===== src/rtl/decode_low_scan_if.sv =====
// ---------------------------------------------------------------------------
// decode_low_scan_if
//
// Purpose:
//    Bundles the control inputs and decoded outputs of decode_low_scan so
//    that the decoder and its user connect through one port.
//
// Signals (N = 2**SEL_W):
//    en       decoder enable; low forces every output inactive (high)
//    mode     0 = manual decode of sel, 1 = auto-scan
//    sel      manual select index (SEL_W bits)
//    d_n      active-low decoded outputs (N bits), at most one bit low
//    cur_sel  index currently driven low (SEL_W bits)
//    wrap     one-cycle pulse when the scan index wraps from N-1 to 0
//
// Modports:
//    master   the block that drives en/mode/sel and consumes the outputs
//    slave    the decoder itself
//
// SEL_W here must match the SEL_W of the decoder it is connected to.
// ---------------------------------------------------------------------------
interface decode_low_scan_if #(
    parameter int SEL_W = 2
);
    localparam int N = 2 ** SEL_W;

    logic             en;
    logic             mode;
    logic [SEL_W-1:0] sel;
    logic [N-1:0]     d_n;
    logic [SEL_W-1:0] cur_sel;
    logic             wrap;

    modport master (
        output en,
        output mode,
        output sel,
        input  d_n,
        input  cur_sel,
        input  wrap
    );

    modport slave (
        input  en,
        input  mode,
        input  sel,
        output d_n,
        output cur_sel,
        output wrap
    );
endinterface


===== src/rtl/decode_low_scan.sv =====
// ---------------------------------------------------------------------------
// decode_low_scan
//
// Purpose:
//    Registered, active-low 1-of-N decoder (N = 2**SEL_W) for row/digit
//    strobes and chip selects. In manual mode it decodes an external select;
//    in scan mode it walks through every output on its own, holding each one
//    low for DWELL cycles and pulsing wrap when it returns to index 0.
//
// Parameters:
//    SEL_W    select width, N = 2**SEL_W outputs (SEL_W >= 1)
//    DWELL    cycles each output stays low while scanning (DWELL >= 1)
//
// Ports:
//    clk      rising-edge clock
//    rst      synchronous, active-high reset (highest priority)
//    bus      decode_low_scan_if.slave: en, mode, sel in; d_n, cur_sel,
//             wrap out. Every output comes straight from a register.
// ---------------------------------------------------------------------------
module decode_low_scan #(
    parameter int SEL_W = 2,
    parameter int DWELL = 4
) (
    input logic           clk,
    input logic           rst,
    decode_low_scan_if.slave bus
);
    localparam int N     = 2 ** SEL_W;
    localparam int CNT_W = (DWELL > 1) ? $clog2(DWELL) : 1;

    localparam logic [CNT_W-1:0] LAST_CNT = CNT_W'(DWELL - 1);
    localparam logic [SEL_W-1:0] TOP_SEL  = SEL_W'(N - 1);

    typedef enum logic [1:0] {
        IDLE,
        MANUAL,
        SCAN
    } state_t;

    state_t           r_state;
    state_t           w_nextState;
    logic [N-1:0]     r_dN;
    logic [N-1:0]     w_dN;
    logic [SEL_W-1:0] r_curSel;
    logic [SEL_W-1:0] w_curSel;
    logic [SEL_W-1:0] w_stepSel;
    logic [CNT_W-1:0] r_cnt;
    logic [CNT_W-1:0] w_cnt;
    logic             r_wrap;
    logic             w_wrap;
    logic             r_scanActive;
    logic             w_scanActive;

    // Single-bit-low pattern for an index; only one bit can ever be low.
    function automatic logic [N-1:0] lowHot(input logic [SEL_W-1:0] idx);
        logic [N-1:0] one;
        one = {{(N-1){1'b0}}, 1'b1};
        return ~(one << idx);
    endfunction

    // Next scan index; the SEL_W-bit add wraps N-1 back to 0 by itself.
    assign w_stepSel = r_curSel + 1'b1;

    // Next-state and next-output logic. The target state is chosen from the
    // en/mode sampled this cycle, and the register updates for that target
    // are produced in the same pass so outputs appear one cycle after the
    // inputs. Scan progress (index, dwell count, scan_active) is kept across
    // IDLE so a paused scan resumes where it stopped; only MANUAL or reset
    // throw it away. On resume the first cycle already counts as a dwell
    // step, so the interrupted index finishes exactly its remaining cycles.
    always_comb begin
        w_nextState  = IDLE;
        w_dN         = r_dN;
        w_curSel     = r_curSel;
        w_cnt        = r_cnt;
        w_wrap       = 1'b0;
        w_scanActive = r_scanActive;

        if (bus.en) begin
            w_nextState = bus.mode ? SCAN : MANUAL;
        end

        case (w_nextState)
            IDLE: begin
                w_dN = '1;
            end
            MANUAL: begin
                w_dN         = lowHot(bus.sel);
                w_curSel     = bus.sel;
                w_cnt        = '0;
                w_scanActive = 1'b0;
            end
            SCAN: begin
                if (r_state == SCAN || r_scanActive) begin
                    if (r_cnt == LAST_CNT) begin
                        w_cnt    = '0;
                        w_curSel = w_stepSel;
                        w_dN     = lowHot(w_stepSel);
                        w_wrap   = (r_curSel == TOP_SEL);
                    end else begin
                        w_cnt = r_cnt + 1'b1;
                        w_dN  = lowHot(r_curSel);
                    end
                end else begin
                    w_cnt        = '0;
                    w_curSel     = '0;
                    w_dN         = lowHot('0);
                    w_scanActive = 1'b1;
                end
            end
            default: begin
                w_dN = '1;
            end
        endcase
    end

    // State and output registers. Reset parks everything inactive and
    // clears scan progress so the next scan starts at index 0.
    always_ff @(posedge clk) begin
        if (rst) begin
            r_state      <= IDLE;
            r_dN         <= '1;
            r_curSel     <= '0;
            r_cnt        <= '0;
            r_wrap       <= 1'b0;
            r_scanActive <= 1'b0;
        end else begin
            r_state      <= w_nextState;
            r_dN         <= w_dN;
            r_curSel     <= w_curSel;
            r_cnt        <= w_cnt;
            r_wrap       <= w_wrap;
            r_scanActive <= w_scanActive;
        end
    end

    assign bus.d_n     = r_dN;
    assign bus.cur_sel = r_curSel;
    assign bus.wrap    = r_wrap;
endmodule


===== src/flat_wrapper.sv =====
// flat-port wrapper written by rule: the top's interface ports become plain ports
module decode_low_scan_flat 
#(
    parameter int SEL_W = 2,
    parameter int DWELL = 4
)
  (clk, rst, bus_en, bus_mode, bus_sel, bus_d_n, bus_cur_sel, bus_wrap);
  decode_low_scan_if #(.SEL_W(SEL_W)) bus_i ();
  input logic clk;
  input logic rst;
  input wire logic [$bits(bus_i.en)-1:0] bus_en;
  input wire logic [$bits(bus_i.mode)-1:0] bus_mode;
  input wire logic [$bits(bus_i.sel)-1:0] bus_sel;
  output wire logic [$bits(bus_i.d_n)-1:0] bus_d_n;
  output wire logic [$bits(bus_i.cur_sel)-1:0] bus_cur_sel;
  output wire logic [$bits(bus_i.wrap)-1:0] bus_wrap;
  assign bus_i.en = bus_en;
  assign bus_i.mode = bus_mode;
  assign bus_i.sel = bus_sel;
  assign bus_d_n = bus_i.d_n;
  assign bus_cur_sel = bus_i.cur_sel;
  assign bus_wrap = bus_i.wrap;
  decode_low_scan #(.SEL_W(SEL_W), .DWELL(DWELL)) u_core (.clk(clk), .rst(rst), .bus(bus_i));
endmodule

===== config.mk =====
export PLATFORM = sky130hd
export DESIGN_NAME = decode_low_scan_flat
export DESIGN_NICKNAME = d
export VERILOG_FILES = /design/src/rtl/decode_low_scan_if.sv /design/src/rtl/decode_low_scan.sv /design/src/flat_wrapper.sv
export SDC_FILE = /design/constraint.sdc
export NUM_CORES = 1
export LEC_CHECK = 0
export ABC_AREA = 1
export BUFFER_PORTS_ARGS = -buffer_cell sky130_fd_sc_hd__buf_2
export CAP_MARGIN = 0
export CORE_UTILIZATION = 51
export CTS_BUF_LIST = sky130_fd_sc_hd__clkbuf_2 sky130_fd_sc_hd__clkbuf_4 sky130_fd_sc_hd__clkbuf_8
export DETAILED_ROUTE_END_ITERATION = 8
export PLACE_DENSITY_LB_ADDON = 0.08
export SYNTH_ARGS = -nofsm -noshare
export SYNTH_HDL_FRONTEND = slang
export SYNTH_SLANG_ARGS = --single-unit
export TNS_END_PERCENT = 50

===== constraint.sdc =====
create_clock -name clk -period 1.3 [get_ports clk]
set_input_delay 0.065 -clock clk [delete_from_list [all_inputs] [get_ports clk]]
set_output_delay 0.065 -clock clk [all_outputs]
set_load 0.02 [all_outputs]

==> metrics.txt, run 1 <==
Tcrit/Tclk final=0.940; sequential fraction of the synthesis area=0.357; GR peak layer=met2; Pwr Density=1070 mW/mm²; Crit path largest cell delay=0.39 ns; cell at the slowest stage of the critical path=dfxtp_2; clk sinks=12; Overflow after GRT=0; class of the worst hold path=input pin to flop; fin crit period=1.22 ns; first-pass GRT wire length=between 2000 and 2500 µm; Worst R2R End=u_core.bus.cur_sel[1]; maximum VDD drop=between 0.0008 and 0.0009 V; Routability Congestion=0.739; vias per cell=4.95; met3 Usage GRT=0.110; Setup TNS=0 ns; Synth warnings=0; WL/cell=11.1 µm; Leakage=a little over 0.4 nW; CP max FO=6; vias in the first global route=around 550; cell area after layout=800 µm²; Final ANT Viol Nets=0; fin worst setup slack=slightly below 0.08 ns; total track usage=0.236; share of layout cells above drive strength 1=0.259; sink of the worst hold path=u_core.r_cnt[1]; Inst Count DP=117; # rows=12; Worst Hold Launch=rst; chip width=38.3 µm; Least-Margin Pin Slew=0.233 ns; max frequency=between 800 and 900 MHz; syn_nets=around 110; CTS HTree Levels=1; synthesized area=between 600 and 700 µm²; nature of the critical path startpoint=flop; final net count=123; Worst EP arrival=1.41 ns; CTS tree=done; Vias=604; filler cell count=102; RSZ-0062 raised after global routing=no; clock buffer depth=2; Setup CP Type=flop to flop; Yosys reg bits=12; Reg clk slew, reported paths=approximately 0.080 ns; initial antenna violation count=0; outcome=completed; Starting Density=0.575; Register Area=243 µm²; footprint of the multi-input gates=about 380 µm²; synth-to-layout area growth=18.8%; final wirelength=1360 µm; n_diodes=0; Die Footprint=0.00147 mm²; syn avg cell area=7.40 µm²; Core ar.=0.00117 mm²; Post-DP Area=between 700 and 800 µm²; first drt pass iteration count=4; IO Pins=13; post-detail-place hpwl=around 1100 µm; Worst Skew=0.00693 ns; port buffer count=12; Cells after Synth=just over 90; largest net degree at the start of global routing=10; r2r startpoint=u_core.bus.cur_sel[0]; worst path required time=~1.5 ns; worst skew pair latency=0.29 ns; worst slack at placement=between 0.09 and 0.1 ns; non-filler cells, final=122; number of library cell types mapped by synthesis=20; Initial DRC Count=12; met1 usage=0.272; Hold Fails Final Rpt=0; clock root buffer=clkbuf_4; chip height=around 38 µm; Rel. slew slack=0.844; reg2reg path depth=8; maxcap violations=0; Critical Path End Type=flop; Worst Hold Depth=2; final setup fails=0; R2R Setup Slk=0.08 ns; cells along the critical path=inv_1 > ha_1 > inv_1 > nor2_1 > nand2_1 > nand2_1 > nor2_1 > nor2_2; Max Slew Vio Count=0; Tot Pwr=between 0.8 and 0.9 mW; drt drc=0; met2 Usage GRT=0.394; CTS buffer count=3
what timing repair did:
action / CTS / global route
gates resized for setup: 0 / 0
buffers inserted: 0 / 0
hold buffers: 1 / 0
hold endpoints to repair: 1 / 0
placed cells by master, fill, tap and decap left out, types with 2 or more instances in the layout:
cell type | Yosys | final
a21oi_1 | 5 | 5
buf_2 | 0 | 12
clkbuf_4 | 0 | 3
dfxtp_1 | 12 | 10
dfxtp_2 | 0 | 2
ha_1 | 8 | 8
inv_1 | 13 | 13
nand2_1 | 17 | 17
nand2_2 | 2 | 2
nand3_1 | 4 | 4
nor2_1 | 10 | 10
nor2_2 | 4 | 4
o21ai_0 | 4 | 4
o21ai_1 | 3 | 3
power breakdown:
part           leakage (nW)  switching [mW]  internal, mW
Combinational         0.288          0.0942        0.0511
Clock                0.0210           0.141         0.171
Sequential           0.0988          0.0112         0.384
Total                 0.408           0.247         0.606
layer usage:
metal,vias to the layer above,routed length (µm)
met5,-,0
met4,0,21
met1,264,608
met2,15,653
met3,5,75
li1,320,-
cells by family (layout without fill, tap and decap cells):
kind of cell,count (synthesis),count (layout),share of synthesized area
buffers and inverters,14,31,0.0781
flip-flops,12,12,0.357
AND/OR/NAND/NOR,44,44,0.316
AO/OA/AOI/OAI,13,13,0.100
adder cells (fa/ha/maj),8,8,0.149
cell type report:
cell class,instances,share of cell area
clock buffers,4,0.0454
inverters,14,0.0657
multi-input cells,65,0.476
well taps,14,0.0219
flip-flops and latches,12,0.304
repair buffers,13,0.0876
worst max-delay path by stage:
stage | start | end | slack, ns
5_1_grt | u_core.bus.cur_sel[0] | u_core.bus.cur_sel[1] | 0.004
6_report | u_core.bus.cur_sel[0] | u_core.bus.cur_sel[1] | 0.08
2_1_floorplan | u_core.bus.cur_sel[0] | u_core.bus.cur_sel[1] | 0.08
4_1_cts | u_core.bus.cur_sel[0] | u_core.bus.cur_sel[1] | 0.08
3_5_place_dp | u_core.bus.cur_sel[0] | u_core.bus.cur_sel[1] | 0.09
3_3_place_gp | u_core.bus.cur_sel[0] | u_core.bus.cur_sel[1] | 0.14
per-stage QoR:
stage	util	hold slack, ns
after floorplan	-	0.134
after global placement	0.643	0.283
after detailed placement	0.643	0.292
after CTS	0.683	0.0123
after global routing	0.683	0.0179
final	0.683	0.0110
registers in the layout (all words and copies together) (netlist names):
name	cells
u_core.bus.cur_sel	2
u_core.bus.d_n	4
u_core.bus.wrap	1
u_core.r_cnt	2
u_core.r_scanActive	1
u_core.r_state	2
critical path, delay by kind of cell (launching register included):
family	cells	cell delay [ns]
buffers and inverters	2	0.16
and+or+nand+nor	5	0.28
adders and majority gates	1	0.30
DFF	1	0.39
Yosys cell counts:
library cell	instances	area [µm²]
o21ai_1	3	15.0
or2_1	1	6.26
nand2_4	1	11.3
nand2_2	2	12.5
nor3_1	1	5.00
a21oi_1	5	25.0
o21ai_0	4	20.0
nor2_4	1	11.3
ha_1	8	100
nand3_1	4	20.0
nor2_2	4	25.0
nand4_1	1	6.26
nand3b_1	1	7.51
nor2_1	10	37.5
or2_2	1	6.26
inv_1	13	48.8
o211ai_1	1	7.51
dfxtp_1	12	240
nand2_1	17	63.8
inv_2	1	3.75
Power figures use the tool's default switching activity.
==> run 2: changes to the inputs <==
CTS_BUF_LIST = sky130_fd_sc_hd__clkbuf_8 sky130_fd_sc_hd__clkbuf_16   (was sky130_fd_sc_hd__clkbuf_2 sky130_fd_sc_hd__clkbuf_4 sky130_fd_sc_hd__clkbuf_8)
==> run 2 against run 1 <==
Critical path depth stayed put. Sequential cell count is the same. Via count is 3.1% lower. Utilization is 0.75 points higher. Sequential power barely moved. Clock-buffer cell count stayed put. Critical path type unchanged. Largest cell class unchanged.
==> metrics.txt, run 2 (synthesized netlist as in run 1, its figures left out) <==
outcome=completed (unchanged); post-CTS setup repair buffer count=0 (unchanged); Tcrit/Tclk final=0.935 (was 0.940); Core ar.=0.00117 mm² (unchanged); n_diodes=0 (unchanged); total of cells resized after clock tree synthesis=0 (unchanged); Worst EP arrival=1.36 ns (was 1.41 ns); fin crit period=1.21 ns (was 1.22 ns); worst skew pair latency=0.25 ns (was 0.29 ns); Max Slew Vio Count=0 (unchanged); first drt pass iteration count=4 (unchanged); Pwr Density=1180 mW/mm² (was 1070 mW/mm²); maxcap violations=0 (unchanged); Leakage=0.412 nW (was 0.408 nW); cells along the critical path=inv_1 > ha_1 > inv_1 > nor2_1 > nand2_1 > nand2_1 > nor2_1 > nor2_2 (unchanged); worst path required time=1.44 ns (was 1.49 ns); share of layout cells above drive strength 1=0.262 (was 0.259); Starting Density=0.575 (unchanged); post-detail-place hpwl=1050 µm (unchanged); Hold Fails Final Rpt=0 (unchanged); Die Footprint=0.00147 mm² (unchanged); RSZ-0062 raised after global routing=no (unchanged); final hold slack=0.0391 ns (was 0.0110 ns); Overflow after GRT=0 (unchanged); Hold-fix buffers, CTS=0 (was 1); Critical Path End Type=flop (unchanged); Final ANT Viol Nets=0 (unchanged); CTS buffer count=3 (unchanged); final wirelength=1340 µm (was 1360 µm); Rel. slew slack=0.841 (was 0.844); first-pass GRT wire length=2310 µm (was 2280 µm); Initial DRC Count=11 (was 12); total track usage=0.239 (was 0.236); initial antenna violation count=0 (unchanged); Setup TNS=0 ns (unchanged); CP top delay family=flip-flops (unchanged); Crit path largest cell delay=0.38 ns (was 0.39 ns); maximum VDD drop=0.00101 V (was 0.000860 V); synth-to-layout area growth=20.1% (was 18.8%); CP max FO=6 (unchanged); drt drc=0 (unchanged); most frequent cells in the layout=nand2_1 (17), inv_1 (13), buf_2 (12) (unchanged); most common cell after layout, fill and taps aside=nand2_1 (unchanged); CTS HTree Levels=1 (unchanged); final setup fails=0 (unchanged); cell at the slowest stage of the critical path=dfxtp_2 (unchanged); vias per cell=4.83 (was 4.95); port buffer count=12 (unchanged); worst path bufs/invs=2 (unchanged); CTS tree=done (unchanged); max FFs per register=4 (unchanged); chip height=38.3 µm (unchanged); Least-Margin Pin Slew=0.238 ns (was 0.233 ns); class of the worst hold path=input pin to flop (unchanged); Reg clk slew, reported paths=0.06 ns (was 0.08 ns); chip width=38.3 µm (unchanged); final net count=122 (was 123); clock buffer depth=2 (unchanged); max frequency=823 MHz (was 818 MHz); WL/cell=11.1 µm (about the same); vias in the first global route=552 (was 547); filler cell count=101 (was 102); Worst Skew=0.00470 ns (was 0.00693 ns); # rows=12 (unchanged); Vias=585 (was 604); largest net degree at the start of global routing=10 (unchanged); nature of the critical path startpoint=flop (unchanged); Routability Congestion=0.739 (unchanged); IO Pins=13 (unchanged); Setup CP Type=flop to flop (unchanged); clk sinks=12 (unchanged); clock root buffer=clkbuf_8 (was clkbuf_4)
## run 2: cell types whose count changed in the layout (fill, tap and decap cells not counted)
cell,previous run,this run
dlygate4sd3_1,1,0
clkbuf_8,1,4
clkbuf_4,3,0
## run 2: area by class of cell
cell class,count,area (µm²),share of cell area
timing repair buffer,12,60.1,0.0743
multi-input combinational,65,380,0.471
inverter,14,52.6,0.0650
tap,14,17.5,0.0217
clock buffer,4,55.1,0.0681
sequential,12,243,0.300
## run 2: layer usage
layer / vias to the layer above / share of wire / global-route usage
met1: 252 / 0.46 / 0.286
li1: 317 / - / -
met4: 0 / 0.0067 / 0.0517
met3: 2 / 0.050 / 0.110
met2: 14 / 0.48 / 0.390
met5: - / 0 / 0
## run 2: stage by stage
| stage | setup slack, ns | cells | util | total power, mW | area (µm²) |
|---|---|---|---|---|---|
| 4_1_cts | 0.0839 | 121 | 0.690 | 0.963 | 808 |
| 3_5_place_dp | 0.0907 | 117 | 0.643 | 0.547 | 753 |
| 6_report | 0.0851 | 121 | 0.690 | 0.953 | 808 |
| 2_1_floorplan | 0.0758 | 91 | - | 0.499 | 676 |
| 3_3_place_gp | 0.141 | 117 | 0.643 | 0.542 | 753 |
| 5_1_grt | 0.00883 | 121 | 0.690 | 1.01 | 808 |
## run 2: where the power goes
part | internal, mW | total [mW] | switching, mW
registers | 0.385 | 0.397 | 0.0111
clock network | 0.268 | 0.414 | 0.146
logic | 0.0491 | 0.142 | 0.0933
total | 0.703 | 0.953 | 0.251
## run 2: worst paths after layout
kind                          from                    end  slack (ns)  cells past startpoint
max          u_core.bus.cur_sel[0]  u_core.bus.cur_sel[1]        0.09                      8
min                     bus_sel[0]      u_core.bus.d_n[3]        0.04                      2
max reg2reg  u_core.bus.cur_sel[0]  u_core.bus.cur_sel[1]        0.09                      8
min reg2reg    u_core.r_scanActive    u_core.r_scanActive        0.48                      2
==> run 3: changes to the inputs <==
ABC_AREA = not set   (was 1)
==> run 3 against run 2 <==
Hold slack better by 0.064 ns. Clock power about the same. Combinational power decreased by 13%. Clock skew decreased by 0.0037 ns. Worst setup slack got worse by 0.0031 ns. Via count fell by 13%.
==> metrics.txt, run 3 <==
port buffer count=12 (unchanged); Least-Margin Pin Slew=0.293 ns (was 0.238 ns); Post-Route Utilization=0.689 (was 0.690); CP max FO=5 (was 6); R2R Setup Slk=0.08 ns (was 0.09 ns); sink of the worst hold path=u_core.bus.d_n[1] (was u_core.bus.d_n[3]); maximum VDD drop=0.000735 V (was 0.00101 V); final hold slack=0.103 ns (was 0.0391 ns); Clk pwr share=0.441 (was 0.435); Routability Congestion=0.799 (was 0.739); worst slack at placement=0.0702 ns (was 0.0907 ns); max frequency=821 MHz (was 823 MHz); n_diodes=0 (unchanged); Worst EP arrival=1.37 ns (was 1.36 ns); Rel. slew slack=0.805 (was 0.841); Critical Path End Type=flop (unchanged); Setup TNS=0 ns (unchanged); most common cell after layout, fill and taps aside=buf_2 (was nand2_1); CTS HTree Levels=1 (unchanged); Core ar.=0.00117 mm² (unchanged); class of the worst hold path=input pin to flop (unchanged); NetSw=0.229 mW (was 0.251 mW); Initial DRC Count=10 (was 11); Post-DP Area=743 µm² (was 753 µm²); area leader, netlist=dfxtp_1 (unchanged); Overflow after GRT=0 (unchanged); outcome=completed (unchanged); clk sinks=12 (unchanged); count leader, synth=dfxtp_1 (was nand2_1); cell area after layout=807 µm² (was 808 µm²); Leakage=0.330 nW (was 0.412 nW); Logic pwr share=0.132 (was 0.149); r2r startpoint=u_core.bus.cur_sel[0] (unchanged); worst skew pair latency=0.24 ns (was 0.25 ns); vias per cell=5.44 (was 4.83); number of library cell types mapped by synthesis=30 (was 20); clock root buffer=clkbuf_8 (unchanged); synthesized area=674 µm² (was 673 µm²); nature of the critical path startpoint=flop (unchanged); first-pass GRT wire length=1950 µm (was 2310 µm); initial antenna violation count=0 (unchanged); top post-synthesis cells by area=dfxtp_1 (36%), ha_1 (15%), mux2i_1 (4.5%) (was dfxtp_1 (36%), ha_1 (15%), nand2_1 (9.5%)); final net count=95 (was 122); Inst Count DP=90 (was 117); post-CTS setup repair buffer count=0 (unchanged); Yosys top cell area share=0.356 (was 0.357); Sw Share=0.246 (was 0.263); final wirelength=1180 µm (was 1340 µm); Pwr Density=1160 mW/mm² (was 1180 mW/mm²); Post-synth EDFFs=0 (unchanged); chip width=38.4 µm (was 38.3 µm); Reg clk slew, reported paths=0.05 ns (was 0.06 ns); Worst R2R End=u_core.bus.cur_sel[1] (unchanged); Seq pwr share=0.427 (was 0.416); reg2reg path depth=4 (was 8); filler cell count=105 (was 101); Max Slew Vio Count=0 (unchanged); largest net degree at the start of global routing=13 (was 10); Starting Density=0.576 (was 0.575); synth-to-layout area growth=19.7% (was 20.1%); Tcrit/Tclk final=0.937 (was 0.935); # rows=12 (unchanged); Hold Fails Final Rpt=0 (unchanged); CTS buffer count=3 (unchanged); Synth warnings=0 (unchanged); Worst Hold Depth=2 (unchanged); top cells by count, synth=dfxtp_1 (12), ha_1 (8), inv_1 (5) (was nand2_1 (17), inv_1 (13), dfxtp_1 (12)); Post-synth top flop=dfxtp_1 (unchanged); worst path required time=1.45 ns (was 1.44 ns); Die Footprint=0.00147 mm² (about the same); ys async rst share=0 (unchanged); syn_nets=79 (was 105); final setup fails=0 (unchanged); post-detail-place hpwl=864 µm (was 1050 µm); fin crit period=1.22 ns (was 1.21 ns); Tot Pwr=0.933 mW (was 0.953 mW); CTS tree=done (unchanged); most frequent cells in the layout=buf_2 (12), dfxtp_1 (10), ha_1 (7) (was nand2_1 (17), inv_1 (13), buf_2 (12)); Yosys reg bits=12 (unchanged); max FFs per register=4 (unchanged); total track usage=0.196 (was 0.239); vias in the first global route=454 (was 552); WL/cell=12.5 µm (was 11.1 µm); Hold-fix buffers, CTS=0 (unchanged); sequential fraction of the synthesis area=0.356 (was 0.357); Cells after Synth=65 (was 91); Worst Skew=0.000976 ns (was 0.00470 ns); drt drc=0 (unchanged); syn avg cell area=10.4 µm² (was 7.40 µm²); chip height=38.4 µm (was 38.3 µm); total of cells resized after clock tree synthesis=0 (unchanged); IO Pins=13 (unchanged); maxcap violations=0 (unchanged); RSZ-0062 raised after global routing=no (unchanged); share of layout cells above drive strength 1=0.338 (was 0.262); clock buffer depth=2 (unchanged); first drt pass iteration count=4 (unchanged); Setup CP Type=flop to flop (unchanged); Worst Hold Launch=bus_sel[1] (was bus_sel[0]); Final ANT Viol Nets=0 (unchanged); non-filler cells, final=94 (was 121); Internal=0.703 mW (about the same); fin worst setup slack=0.0820 ns (was 0.0851 ns); Vias=511 (was 585)
==> run 3: changes by cell type after synthesis, sizes merged, moves of 5 or more <==
cell / delta
o21ai: -5
inv: -9
nor2: -12
nand2: -16
==> run 3: kinds of logic after synthesis <==
logic type,synth area share
AOI/OAI and AO/OA,0.208
muxes,0.0612
buffers and inverters,0.0557
and+or+nand+nor,0.171
adders and majority gates,0.148
DFF,0.356
==> run 3: final cells by class <==
class                   count  area, µm²  share of cell area
repair buffers             13       67.6              0.0837
well taps                  14       17.5              0.0217
flip-flops and latches     12        243               0.301
clock buffers               4       55.1              0.0682
multi-input cells          46        405               0.502
inverters                   5       18.8              0.0233
==> run 3: worst max-delay path, cell delays in order (launching register included) <==
cell,delay [ns]
dfxtp_2,0.37
inv_1,0.11
ha_1,0.29
o221ai_1,0.13
a221oi_2,0.23
==> run 3: metal layers <==
layer	up-vias	track usage	routed length, µm
met2	15	0.275	500
met3	2	0.0523	44
met4	0	0.0776	18
met1	229	0.281	614
met5	-	0	0
li1	265	-	-
==> run 3: worst max path at each step <==
stage,end,depth (start not counted),slack [ns],start
floorplan,u_core.bus.cur_sel[1],4,0.07,u_core.bus.cur_sel[0]
global placement,u_core.bus.cur_sel[1],4,0.02,u_core.bus.cur_sel[0]
detailed placement,u_core.bus.cur_sel[1],4,0.07,u_core.bus.cur_sel[0]
CTS,u_core.bus.cur_sel[1],4,0.05,u_core.bus.cur_sel[0]
global route,u_core.bus.cur_sel[1],4,0.001,u_core.bus.cur_sel[0]
finish,u_core.bus.cur_sel[1],4,0.08,u_core.bus.cur_sel[0]
==> run 3: power by group through the flow <==
stage	sequential, mW	clock [mW]	combinational (mW)
finish	0.399	0.411	0.123
global route	0.400	0.435	0.137
CTS	0.398	0.419	0.119
detailed placement	0.406	0	0.118
global placement	0.406	0	0.119
floorplan	0.416	0	0.0757
